### config.mk
export PLATFORM = sky130hd
export DESIGN_NAME = ast_packet_gen_flat
export DESIGN_NICKNAME = d
export VERILOG_FILES = /design/src/rtl/ast_pkt_pkg.sv /design/src/rtl/avalon_st_if.sv /design/src/rtl/ast_pattern_word.sv /design/src/rtl/ast_packet_gen.sv /design/src/flat_wrapper.sv
export SDC_FILE = /design/constraint.sdc
export NUM_CORES = 1
export LEC_CHECK = 0
export CAP_MARGIN = 20
export CORE_MARGIN = 2
export CORE_UTILIZATION = 54
export DETAILED_ROUTE_END_ITERATION = 6
export PLACE_DENSITY = 0.85
export SYNTH_ARGS = -nofsm -noshare
export SYNTH_HDL_FRONTEND = slang
export SYNTH_SLANG_ARGS = --single-unit
### constraint.sdc
create_clock -name clk_i -period 4.6 [get_ports clk_i]
set_clock_uncertainty 0.1 [all_clocks]
set_input_delay 0.69 -clock clk_i [delete_from_list [all_inputs] [get_ports clk_i]]
set_output_delay 0.69 -clock clk_i [all_outputs]
set_load 0.05 [all_outputs]
### src/rtl/ast_pkt_pkg.sv
// ast_pkt_pkg: shared constants, FSM state type and length helpers for the
// Avalon-ST packet generator.
//   MIN_BYTES / MAX_BYTES : legal command length range (inclusive)
//   state_e               : generator FSM states
//   beats_of(len, bpw)    : number of bus beats needed for len bytes
//   empty_of(len, bpw)    : unused byte lanes in the final beat
package ast_pkt_pkg;

  localparam int MIN_BYTES = 60;
  localparam int MAX_BYTES = 1514;

  typedef enum logic [1:0] {
    IDLE_S,
    SEND_S,
    GAP_S
  } state_e;

  function automatic int beats_of(input int len, input int bpw);
    return (len + bpw - 1) / bpw;
  endfunction

  function automatic int empty_of(input int len, input int bpw);
    return bpw * beats_of(len, bpw) - len;
  endfunction

endpackage

### src/rtl/avalon_st_if.sv
// avalon_st_if: Avalon-ST bundle with channel and empty signalling.
//   data, valid, startofpacket, endofpacket, empty, channel : source -> sink
//   ready                                                   : sink -> source
// readyLatency is 0: a beat transfers on any cycle where valid & ready.
interface avalon_st_if #(
  parameter int DWIDTH        = 64,
  parameter int CHANNEL_WIDTH = 1,
  parameter int EMPTY_WIDTH   = (DWIDTH / 8 > 1) ? $clog2(DWIDTH / 8) : 1
);

  logic [DWIDTH-1:0]        data;
  logic                     valid;
  logic                     startofpacket;
  logic                     endofpacket;
  logic [EMPTY_WIDTH-1:0]   empty;
  logic [CHANNEL_WIDTH-1:0] channel;
  logic                     ready;

  modport src (
    output data, valid, startofpacket, endofpacket, empty, channel,
    input  ready
  );

  modport snk (
    input  data, valid, startofpacket, endofpacket, empty, channel,
    output ready
  );

endinterface

### src/rtl/ast_pattern_word.sv
// ast_pattern_word: combinational byte-pattern generator for one bus beat.
//   seed_i   : value of packet byte 0
//   offset_i : packet byte index of this beat's first byte, modulo 256
//   word_o   : beat data; byte b = seed + offset + b (mod 256), with byte 0
//              in the most significant lane (first-symbol-high)
module ast_pattern_word #(
  parameter int AST_DWIDTH = 64
) (
  input  logic [7:0]            seed_i,
  input  logic [7:0]            offset_i,
  output logic [AST_DWIDTH-1:0] word_o
);

  localparam int BPW = AST_DWIDTH / 8;

  logic [7:0] base;

  assign base = seed_i + offset_i;

  always_comb begin
    word_o = '0;
    for (int b = 0; b < BPW; b++) begin
      word_o[AST_DWIDTH-1-8*b -: 8] = base + 8'(b);
    end
  end

endmodule

### src/rtl/ast_packet_gen.sv
// ast_packet_gen: Avalon-ST packet source. One command (length, channel,
// seed) produces one sop/eop-framed packet whose byte i is (seed + i) mod 256.
//   clk_i, arst_n_i          : clock, asynchronous active-low reset
//   cmd_valid_i/cmd_ready_o  : command handshake (accepted only in IDLE)
//   cmd_len_i                : packet length in bytes (60..1514 legal)
//   cmd_channel_i            : channel driven for the whole packet
//   cmd_seed_i               : value of packet byte 0
//   src_if                   : Avalon-ST source, readyLatency 0
//   busy_o                   : high outside IDLE
//   pkt_cnt_o                : packets whose eop handshook (saturating)
//   err_cnt_o                : commands rejected for illegal length (saturating)
module ast_packet_gen
  import ast_pkt_pkg::*;
#(
  parameter int AST_DWIDTH    = 64,
  parameter int CHANNEL_WIDTH = 1,
  parameter int LEN_WIDTH     = 11,
  parameter int GAP_CYCLES    = 0
) (
  input  logic                     clk_i,
  input  logic                     arst_n_i,
  input  logic                     cmd_valid_i,
  output logic                     cmd_ready_o,
  input  logic [LEN_WIDTH-1:0]     cmd_len_i,
  input  logic [CHANNEL_WIDTH-1:0] cmd_channel_i,
  input  logic [7:0]               cmd_seed_i,
  avalon_st_if.src                 src_if,
  output logic                     busy_o,
  output logic [15:0]              pkt_cnt_o,
  output logic [15:0]              err_cnt_o
);

  localparam int         BPW     = AST_DWIDTH / 8;
  localparam int         EMPTY_W = (BPW > 1) ? $clog2(BPW) : 1;
  localparam int         GAP_W   = (GAP_CYCLES > 1) ? $clog2(GAP_CYCLES) : 1;
  localparam logic [7:0] BPW_B   = 8'(BPW);

  function automatic logic [15:0] sat_inc16(input logic [15:0] v);
    return (v == 16'hFFFF) ? v : v + 16'd1;
  endfunction

  state_e                   state_q, state_d;
  logic                     rdy_q;
  logic [GAP_W-1:0]         gap_q;
  logic [15:0]              pkt_cnt_q, err_cnt_q;

  // Per-packet context latched at command accept.
  logic [7:0]               seed_q;
  logic [7:0]               off_q;          // byte offset of current beat, mod 256
  logic [LEN_WIDTH-1:0]     beat_q;
  logic [LEN_WIDTH-1:0]     last_beat_q;
  logic [EMPTY_W-1:0]       empty_last_q;

  // Registered source outputs.
  logic                     vld_q, sop_q, eop_q;
  logic [EMPTY_W-1:0]       empty_q;
  logic [CHANNEL_WIDTH-1:0] chan_q;
  logic [AST_DWIDTH-1:0]    data_q;

  logic                     cmd_fire, len_ok, accept, reject;
  logic                     beat_fire, last_fire, gap_done;
  logic [LEN_WIDTH-1:0]     beats_cmd;
  logic [EMPTY_W-1:0]       empty_cmd;

  logic [7:0]               pat_seed, pat_off;
  logic [AST_DWIDTH-1:0]    pat_word, pat_mask;
  logic                     nxt_eop;
  logic [EMPTY_W-1:0]       nxt_empty;

  // rdy_q is only ever high in IDLE, so it doubles as the IDLE accept gate.
  assign cmd_fire  = cmd_valid_i & rdy_q;
  assign len_ok    = (int'(cmd_len_i) >= MIN_BYTES) && (int'(cmd_len_i) <= MAX_BYTES);
  assign accept    = cmd_fire & len_ok;
  assign reject    = cmd_fire & ~len_ok;
  assign beat_fire = vld_q & src_if.ready;
  assign last_fire = beat_fire & eop_q;
  assign gap_done  = (gap_q == GAP_W'(GAP_CYCLES - 1));

  assign beats_cmd = LEN_WIDTH'(beats_of(int'(cmd_len_i), BPW));
  assign empty_cmd = EMPTY_W'(empty_of(int'(cmd_len_i), BPW));

  always_comb begin
    state_d = state_q;
    case (state_q)
      IDLE_S:  if (accept)    state_d = SEND_S;
      SEND_S:  if (last_fire) state_d = (GAP_CYCLES > 0) ? GAP_S : IDLE_S;
      GAP_S:   if (gap_done)  state_d = IDLE_S;
      default:                state_d = IDLE_S;
    endcase
  end

  // Next beat to present: beat 0 of a new packet, or the successor of the
  // beat currently on the bus.
  always_comb begin
    pat_seed  = seed_q;
    pat_off   = off_q + BPW_B;
    nxt_eop   = ((beat_q + LEN_WIDTH'(1)) == last_beat_q);
    nxt_empty = nxt_eop ? empty_last_q : '0;
    if (accept) begin
      pat_seed  = cmd_seed_i;
      pat_off   = '0;
      nxt_eop   = (beats_cmd == LEN_WIDTH'(1));
      nxt_empty = nxt_eop ? empty_cmd : '0;
    end
    // Zero the unused low lanes of the eop beat.
    pat_mask = {AST_DWIDTH{1'b1}} << {nxt_empty, 3'b000};
  end

  ast_pattern_word #(
    .AST_DWIDTH (AST_DWIDTH)
  ) u_pattern (
    .seed_i   (pat_seed),
    .offset_i (pat_off),
    .word_o   (pat_word)
  );

  always_ff @(posedge clk_i or negedge arst_n_i) begin
    if (!arst_n_i) begin
      state_q   <= IDLE_S;
      rdy_q     <= 1'b0;
      gap_q     <= '0;
      pkt_cnt_q <= '0;
      err_cnt_q <= '0;
    end else begin
      state_q <= state_d;
      rdy_q   <= (state_d == IDLE_S);
      if (last_fire) begin
        gap_q <= '0;
      end else if (state_q == GAP_S) begin
        gap_q <= gap_q + GAP_W'(1);
      end
      if (last_fire) pkt_cnt_q <= sat_inc16(pkt_cnt_q);
      if (reject)    err_cnt_q <= sat_inc16(err_cnt_q);
    end
  end

  // Output stage: registered beat, advanced only on handshake so everything
  // holds while ready is low.
  always_ff @(posedge clk_i or negedge arst_n_i) begin
    if (!arst_n_i) begin
      vld_q        <= 1'b0;
      sop_q        <= 1'b0;
      eop_q        <= 1'b0;
      empty_q      <= '0;
      chan_q       <= '0;
      data_q       <= '0;
      seed_q       <= '0;
      off_q        <= '0;
      beat_q       <= '0;
      last_beat_q  <= '0;
      empty_last_q <= '0;
    end else if (accept) begin
      vld_q        <= 1'b1;
      sop_q        <= 1'b1;
      eop_q        <= nxt_eop;
      empty_q      <= nxt_empty;
      chan_q       <= cmd_channel_i;
      data_q       <= pat_word & pat_mask;
      seed_q       <= cmd_seed_i;
      off_q        <= '0;
      beat_q       <= '0;
      last_beat_q  <= beats_cmd - LEN_WIDTH'(1);
      empty_last_q <= empty_cmd;
    end else if (last_fire) begin
      vld_q   <= 1'b0;
      sop_q   <= 1'b0;
      eop_q   <= 1'b0;
      empty_q <= '0;
      chan_q  <= '0;
      data_q  <= '0;
    end else if (beat_fire) begin
      sop_q   <= 1'b0;
      eop_q   <= nxt_eop;
      empty_q <= nxt_empty;
      data_q  <= pat_word & pat_mask;
      off_q   <= off_q + BPW_B;
      beat_q  <= beat_q + LEN_WIDTH'(1);
    end
  end

  assign src_if.valid         = vld_q;
  assign src_if.startofpacket = sop_q;
  assign src_if.endofpacket   = eop_q;
  assign src_if.empty         = empty_q;
  assign src_if.channel       = chan_q;
  assign src_if.data          = data_q;

  assign cmd_ready_o = rdy_q;
  assign busy_o      = (state_q != IDLE_S);
  assign pkt_cnt_o   = pkt_cnt_q;
  assign err_cnt_o   = err_cnt_q;

endmodule

### src/flat_wrapper.sv
// flat-port wrapper written by rule: the top's interface ports become plain ports
module ast_packet_gen_flat import ast_pkt_pkg::*;
#(
  parameter int AST_DWIDTH    = 64,
  parameter int CHANNEL_WIDTH = 1,
  parameter int LEN_WIDTH     = 11,
  parameter int GAP_CYCLES    = 0
)
  (clk_i, arst_n_i, cmd_valid_i, cmd_ready_o, cmd_len_i, cmd_channel_i, cmd_seed_i, busy_o, pkt_cnt_o, err_cnt_o, src_if_data, src_if_valid, src_if_startofpacket, src_if_endofpacket, src_if_empty, src_if_channel, src_if_ready);
  avalon_st_if #(.DWIDTH((64)), .CHANNEL_WIDTH(CHANNEL_WIDTH)) src_if_i ();
  input  logic clk_i;
  input  logic arst_n_i;
  input  logic cmd_valid_i;
  output logic cmd_ready_o;
  input  logic [LEN_WIDTH-1:0] cmd_len_i;
  input  logic [CHANNEL_WIDTH-1:0] cmd_channel_i;
  input  logic [7:0] cmd_seed_i;
  output logic busy_o;
  output logic [15:0] pkt_cnt_o;
  output logic [15:0] err_cnt_o;
  output wire logic [$bits(src_if_i.data)-1:0] src_if_data;
  output wire logic [$bits(src_if_i.valid)-1:0] src_if_valid;
  output wire logic [$bits(src_if_i.startofpacket)-1:0] src_if_startofpacket;
  output wire logic [$bits(src_if_i.endofpacket)-1:0] src_if_endofpacket;
  output wire logic [$bits(src_if_i.empty)-1:0] src_if_empty;
  output wire logic [$bits(src_if_i.channel)-1:0] src_if_channel;
  input wire logic [$bits(src_if_i.ready)-1:0] src_if_ready;
  assign src_if_data = src_if_i.data;
  assign src_if_valid = src_if_i.valid;
  assign src_if_startofpacket = src_if_i.startofpacket;
  assign src_if_endofpacket = src_if_i.endofpacket;
  assign src_if_empty = src_if_i.empty;
  assign src_if_channel = src_if_i.channel;
  assign src_if_i.ready = src_if_ready;
  ast_packet_gen #(.AST_DWIDTH(AST_DWIDTH), .CHANNEL_WIDTH(CHANNEL_WIDTH), .LEN_WIDTH(LEN_WIDTH), .GAP_CYCLES(GAP_CYCLES)) u_core (.clk_i(clk_i), .arst_n_i(arst_n_i), .cmd_valid_i(cmd_valid_i), .cmd_ready_o(cmd_ready_o), .cmd_len_i(cmd_len_i), .cmd_channel_i(cmd_channel_i), .cmd_seed_i(cmd_seed_i), .src_if(src_if_i), .busy_o(busy_o), .pkt_cnt_o(pkt_cnt_o), .err_cnt_o(err_cnt_o));
endmodule
* Yosys cells after proc, flatten, opt, wreduce, memory -nomap -nowiden
Index checks and enable logic that the tools add are counted.
Cells by class: muxes and demuxes 33, $lt $le $gt $ge 2, reductions and logical operators 12, equality and inequality tests 7, shift-type cells 1, bitwise logic cells 10, $add $sub $neg 18
Operators with widths (number):
- 64-bit two-way mux | 3
- 64-bit AND | 1
- 64-bit by 6-bit << shifter with 64-bit output, first input constant | 1
- 8-bit two-way mux | 5
- 11-bit two-way mux | 3
- 16-bit by 1-bit adder with 16-bit output, second input constant | 2
- 8-bit by 3-bit adder with 8-bit output, second input constant | 4
- 16-bit == test, second input constant | 2
- 3-bit two-way mux | 6
- 8-bit by 2-bit adder with 8-bit output, second input constant | 2
- 12-bit by 1-bit subtractor with 13-bit output, second input constant | 1
- 11-bit by 4-bit adder with 12-bit output, second input constant | 1
- 1-bit two-way mux | 12
- 11-bit by 1-bit adder with 11-bit output | 1
- 11-bit by 1-bit adder with 11-bit output, second input constant | 1
- 11-bit by 1-bit == test with 1-bit output, second input constant | 1
- 11-bit == test | 1
- 11-bit by 6-bit >= comparator with 1-bit output, second input constant | 1
- 11-bit less-or-equal comparator, second input constant | 1
- 11-bit by 1-bit subtractor with 11-bit output, second input constant | 1
- 8-bit by 1-bit adder with 8-bit output, second input constant | 1
- 8-bit by 4-bit adder with 8-bit output, second input constant | 1
- 8-bit adder | 1
- 2-bit nonzero test | 4
- 14 further kinds | 26
Word-level totals: bits of input ports 24, register bits 148, output and inout port bits 105, logic and storage cells 99

* Longest topological paths before layout
depth after elaboration 13, gate-level depth with buffers 24, depth with buffers taken out 19

* Cells and area by module
A second synthesis with hierarchy kept.
Unflattened totals: cell total of the unflattened synthesis 794, area total of the unflattened synthesis 8110.3 µm²
Modules (own cells, without submodules):
- ast_packet_gen | area each 6914.1 µm², instances 1, cells an instance 653, seq. area each 3703.6 µm²
- ast_pattern_word | area each 1196.1 µm², instances 1, cells an instance 141, seq. area each 0.0 µm²

* Worst setup path before layout
No wires, ideal clock.
path type input to register, start point in cmd_len_i[0], end point reg u_core.data_q[55] (netlist: u_core.src_if.data[55]), library setup time 122 ps, slack -494 ps, buffers on the path 3, arrival 4873 ps, required time 4378 ps, stages on the path 22, cells stage by stage inv_1 > ha_1 > and4bb_2 > o21bai_2 > a32o_1 > or2_2 > clkbuf_1 > clkbuf_1 > clkbuf_1 > nand2_1 > nand2_1 > ha_1 > inv_1 > fa_1 > nor2b_1 > o21ai_1 > a21boi_1 > nor4_1 > a311oi_4 > nor4_4 > a31o_2 > a32o_1
On the way: elaborated cells between the ends (all ways) 23, those cells by class 6 x add/sub; 2 x order compare; 1 x eq/ne; 1 x shift; 7 x mux; 3 x bitwise; 3 x reduce/logical
RTL lines:
- start: declaration | line flat_wrapper.sv:15 | input logic [LEN_WIDTH-1:0] cmd_len_i;
- 11-bit by 6-bit >= comparator with 1-bit output / 11-bit less-or-equal comparator (equally long branches) | line ast_packet_gen.sv:72 | assign len_ok = (int'(cmd_len_i) >= MIN_BYTES) && (int'(cmd_len_i) <= MAX_BYTES);
- 1-bit logical AND * | line ast_packet_gen.sv:72
- 1-bit AND * | line ast_packet_gen.sv:73 | assign accept = cmd_fire & len_ok;
- 8-bit two-way mux * | line ast_packet_gen.sv:99 | if (accept) begin
- net u_core.pat_seed[0] | line ast_packet_gen.sv:65 | logic [7:0] pat_seed, pat_off;
- 8-bit adder * | line ast_pattern_word.sv:18 | assign base = seed_i + offset_i;
- 8-bit by 1-bit adder with 8-bit output * | line ast_pattern_word.sv:23 | word_o[AST_DWIDTH-1-8*b -: 8] = base + 8'(b);
- 64-bit AND * | line ast_packet_gen.sv:158, ast_packet_gen.sv:175
- 64-bit two-way mux | line ast_packet_gen.sv:171 | end else if (beat_fire) begin
- 64-bit two-way mux | line ast_packet_gen.sv:164 | end else if (last_fire) begin
- 64-bit two-way mux * | line ast_packet_gen.sv:152 | end else if (accept) begin
- end signal: assignment | line ast_packet_gen.sv:158 | data_q <= pat_word & pat_mask;
- end signal: assignment | line ast_packet_gen.sv:175 | data_q <= pat_word & pat_mask;
- end: declaration | line ast_packet_gen.sv:58 | logic [AST_DWIDTH-1:0] data_q;
Mark *: on every way through the listed nets, which the timed path passes. The rest lies on a longest branch. The select of a mux whose other input is x is not followed. A chain may end at the register's enable or synchronous reset.

* Worst setup path in the final report
start point in cmd_len_i[0], end point reg u_core.data_q[22] (netlist: u_core.src_if.data[22])
On the way: elaborated cells between the ends (all ways) 23, those cells by class 6 x add/sub; 2 x order compare; 1 x eq/ne; 1 x shift; 7 x mux; 3 x bitwise; 3 x reduce/logical
RTL lines (line):
- 11-bit by 6-bit >= comparator with 1-bit output / 11-bit less-or-equal comparator (equally long branches) | ast_packet_gen.sv:72
- 1-bit logical AND * | ast_packet_gen.sv:72
- 1-bit AND * | ast_packet_gen.sv:73
- 8-bit two-way mux * | ast_packet_gen.sv:99
- net u_core.pat_seed[1] | ast_packet_gen.sv:65
- 8-bit adder * | ast_pattern_word.sv:18
- 8-bit by 3-bit adder with 8-bit output * | ast_pattern_word.sv:23
- 64-bit AND * | ast_packet_gen.sv:158, ast_packet_gen.sv:175
- 64-bit two-way mux | ast_packet_gen.sv:171
- 64-bit two-way mux | ast_packet_gen.sv:164
- 64-bit two-way mux * | ast_packet_gen.sv:152
Marks and branches as above.

==> out/results.md <==
| Parameter | Reported | Unit |
|:---|:---|:---|
| Outcome | finished clean | - |
| Required time at the endpoint of the critical path | 4.79 | ns |
| Routed WL | 20300 | um |
| Endpoint type of the worst setup path | flip-flop | - |
| Worst vdd rail ir drop | 458 | uV |
| F_max | 232 | MHz |
| Fraction of layout cells with a size suffix above 1 | 13.4 | % |
| Vias in the first global route | 6477 | - |
| Via count | 6626 | - |
| Distinct cells, synth | 67 | - |
| Nature of the critical path startpoint | input pin | - |
| Overall fraction of global-route tracks in use | 27.9 | % |
| Leak Pwr | 4.66 | nW |
| Total design power | 8.65 | mW |
| Footprint of the multi-input gates | 3870 | um2 |
| Worst Path Arrival | 4.50 | ns |
| Die ar. | 15400 | um2 |
| Setup WS pre-CTS | -0.166 | ns |
| GPL Wtd Cong | 0.880 | - |
| Crit path buf inv count | 3 | - |
| Average detailed-routed wire length per instance | 17.4 | um |
| Min Hold Slack | 0.241 | ns |
| Relative slew margins | 37.0 | % |
| Core Rows | 43 | - |
| Total CTS buffers | 17 | - |
| Clock latency of the later-clocked register in the worst-skew pair | 0.43 | ns |
| Cell Chain, Critical Path | clkdlybuf4s50_1, inv_1, ha_1, and4bb_2, o21bai_4, a32o_1, or2_2, nand2_1, nand2_1, ha_1, a21o_1, a21o_1, nand3_1, mux2i_1, o211ai_2, buf_4, nor3_1, xor2_1, o21ai_0 | - |
| RSZ-0062 raised after global routing | false | - |
| Port-buffer cells | 128 | - |
| Max-cap violations | 0 | - |
| Count of yosys warnings during synthesis | 0 | - |
| Crit Path Category | input pin to flip-flop | - |
| Critical path's largest stage delay | 0.41 | ns |
| Maximum number of pins on one net before global-route repair | 104 | - |
| Sequential Area | 3700 | um2 |
| CTS Root Cell | sky130_fd_sc_hd__clkbuf_16 | - |
| Synthesized instance count | 803 | - |
| Clock Tree Buf Depth | 2 | - |
| DR pass1 iterations | 5 | - |
| Number of hold-slack violations in the final timing report | 0 | - |
| Post-synth EDFFs | 0 | - |
| Final non-filler cell area | 10300 | um2 |
| Final-report setup violation count | 0 | - |
| Crit path max-delay cell type | sky130_fd_sc_hd__clkdlybuf4s50_1 | - |
| Clk slew on worst S/H paths | 0.06 | ns |
| Final critical-path share of the clock period | 93.8 | % |
| Syn_nets | 854 | - |
| Final Slew Violations | 0 | - |
| Maximum fanout along the worst path | 15 | - |
| Yosys reg bits | 148 | - |
| Detail Route Antenna Nets | 0 | - |
| Total placed instance area | 9650 | um2 |
| Clock sinks | 148 | - |
| NumNets Final | 1026 | - |
| Number of fillers in the final layout | 966 | - |
| Worst setup margin | 0.286 | ns |
| Flip-flop cell with the highest count after synthesis | sky130_fd_sc_hd__dfrtp_1 | - |
| DRC violation count after routing | 0 | - |
| Placeable core region | 14000 | um2 |
| Cts-stage hold buffer count | 0 | - |
| Total of cells resized after clock tree synthesis | 0 | - |
| Global route total overflow | 0 | - |
| HPWL reported at the end of detailed placement | 13800 | um |
| Number of DRC violations after detailed-routing iteration 0 | 556 | - |
| Die W | 124 | um |
| Antenna Diode Count | 0 | - |
| Wire length of the first global-routing pass | 32700 | um |
| Avg Synthesized Cell Area | 9.70 | um2 |
| Hold/Removal Path Class | input pin to asynchronous set/reset pin | - |
| Antenna violations before repair | 0 | - |
| Share of flip-flops with an asynchronous set or reset | 100 | % |
| Post CTS Setup Buffer Count | 0 | - |
| Syn-to-layout area delta | 32.6 | % |
| Starting utilization of the core area | 55.7 | % |
| Synth Cell Area | 7790 | um2 |
| Via density per instance | 5.67 | - |
| Shortest clock period the worst path allows after layout | 4.31 | ns |
| Count of boundary I/O pins | 129 | - |
| Floorplan die height | 124 | um |
| Top Family by Delay on Critical Path | simple AND/OR/NAND/NOR gates | - |
| Sequential fraction of the synthesis area | 47.5 | % |
| Number of H-tree levels | 4 | - |
| Transition time of the tightest slew-check pin | 0.946 | ns |
| Pwr/cell area | 837 | nW/um2 |
| CTS tree | done | - |
==> logic make-up (layout without fill, tap and decap cells) <==
logic type / Yosys count / count (layout) / synth area share (%)
compound gates: 147 / 147 / 12.6
buf+inv: 63 / 248 / 3.39
xor+xnor: 104 / 104 / 11.8
fa+ha+maj: 27 / 27 / 4.43
flops: 148 / 148 / 47.5
mux: 8 / 8 / 1.11
simple gates: 306 / 306 / 19.2
==> per-stage QoR <==
step / setup TNS [ns] / cells / utilization [%]
2_1_floorplan: 0 / 803 / -
3_3_place_gp: 0 / 1136 / 69.0
3_5_place_dp: -1.71 / 1136 / 69.0
4_1_cts: 0 / 1168 / 73.8
5_1_grt: 0 / 1168 / 73.9
6_report: 0 / 1168 / 73.9
==> registers in the layout, indices dropped and copies added (netlist names) <==
| register | cells |
|---|---|
| u_core.err_cnt_o | 16 |
| u_core.src_if.data | 64 |
| u_core.beat_q | 11 |
| u_core.cmd_ready_o | 1 |
| u_core.src_if.empty | 3 |
| u_core.state_q | 2 |
| u_core.src_if.valid | 1 |
| u_core.src_if.startofpacket | 1 |
| u_core.empty_last_q | 3 |
| u_core.gap_done | 1 |
| u_core.seed_q | 8 |
| u_core.src_if.channel | 1 |
| u_core.pkt_cnt_o | 16 |
| u_core.last_beat_q | 11 |
| u_core.off_q | 8 |
| u_core.src_if.endofpacket | 1 |
==> worst register-to-register path, stage by stage (launching register included) <==
cell and delay [ns]:
sky130_fd_sc_hd__dfrtp_1 0.48, sky130_fd_sc_hd__ha_1 0.43, sky130_fd_sc_hd__nand3_1 0.26, sky130_fd_sc_hd__or4_1 0.57, sky130_fd_sc_hd__o311ai_1 0.11, sky130_fd_sc_hd__nor2_1 0.15, sky130_fd_sc_hd__nor4_4 0.48, sky130_fd_sc_hd__nand2_2 0.19
sky130_fd_sc_hd__o21ai_2 0.41, sky130_fd_sc_hd__o21ai_0 0.20
==> path summary, 6_finish.rpt <==
check | start | end | slack, ns | cells past startpoint
min in group clk_i | u_core.src_if.data[45] | u_core.src_if.data[45] | 0.38 | 2
min reg2reg | u_core.src_if.data[45] | u_core.src_if.data[45] | 0.38 | 2
max reg2reg | u_core.beat_q[0] | u_core.src_if.data[20] | 1.07 | 9
min | arst_n_i | u_core.pkt_cnt_o[7] | 0.24 | 1
max | cmd_len_i[0] | u_core.src_if.data[22] | 0.29 | 19
max in group asynchronous | arst_n_i | u_core.src_if.data[9] | 3.25 | 2
==> report_power, final <==
group,switching (mW),internal [mW]
combinational,3.07,1.88
sequential,0.344,1.76
clock,0.574,1.02
==> synth_stat cells (10+ instances only) <==
cell type	instances	area, um2
sky130_fd_sc_hd__xor2_1	42	368
sky130_fd_sc_hd__nand2_1	138	518
sky130_fd_sc_hd__nor2_1	43	161
sky130_fd_sc_hd__and3_1	14	87.6
sky130_fd_sc_hd__dfrtp_1	148	3700
sky130_fd_sc_hd__a22o_1	11	96.3
sky130_fd_sc_hd__nand4_1	10	62.6
sky130_fd_sc_hd__o21ai_0	64	320
sky130_fd_sc_hd__nor2b_1	10	62.6
sky130_fd_sc_hd__a21oi_1	24	120
sky130_fd_sc_hd__nor3_1	21	105
sky130_fd_sc_hd__inv_1	28	105
sky130_fd_sc_hd__ha_1	26	325
sky130_fd_sc_hd__xnor2_1	61	534
sky130_fd_sc_hd__nand3_1	31	155
sky130_fd_sc_hd__clkbuf_1	20	75.1
==> area by class of cell <==
| class | count | area share (%) |
|---|---|---|
| flip-flops and latches | 148 | 35.8 |
| clock inverters | 15 | 2.47 |
| well taps | 180 | 2.18 |
| inverters | 29 | 1.05 |
| repair buffers | 187 | 16.8 |
| multi-input cells | 592 | 37.5 |
| clock buffers | 17 | 4.12 |
==> per-layer routing <==
layer	wire length, um	global-route usage (%)	vias up	share of wire, %
li1	-	-	3084	-
met1	8370	35.8	3229	41
met2	9990	45.2	269	49
met3	1520	7.74	44	7.5
met4	445	10.6	0	2.2
met5	0	0	-	0
==> placed cells by master (no fill, tap or decap), drive strengths merged, types with 5 or more instances in the layout <==
cell type | netlist | routed
a22o | 11 | 11
nor2 | 43 | 43
o31ai | 7 | 7
and4 | 6 | 6
a21oi | 24 | 24
nor2b | 10 | 10
buf | 14 | 60
ha | 26 | 26
clkbuf | 20 | 17
nand3 | 32 | 32
and3 | 14 | 14
nand2 | 139 | 139
and2 | 6 | 6
inv | 29 | 30
mux2 | 5 | 5
nand4 | 11 | 11
bufinv | 0 | 6
xor2 | 43 | 43
o21ai | 71 | 71
clkinv | 0 | 5
clkdlybuf4s50 | 0 | 127
nor3 | 21 | 21
xnor2 | 61 | 61
or2 | 5 | 5
dfrtp | 148 | 148
Power figures use the tool's default switching activity.
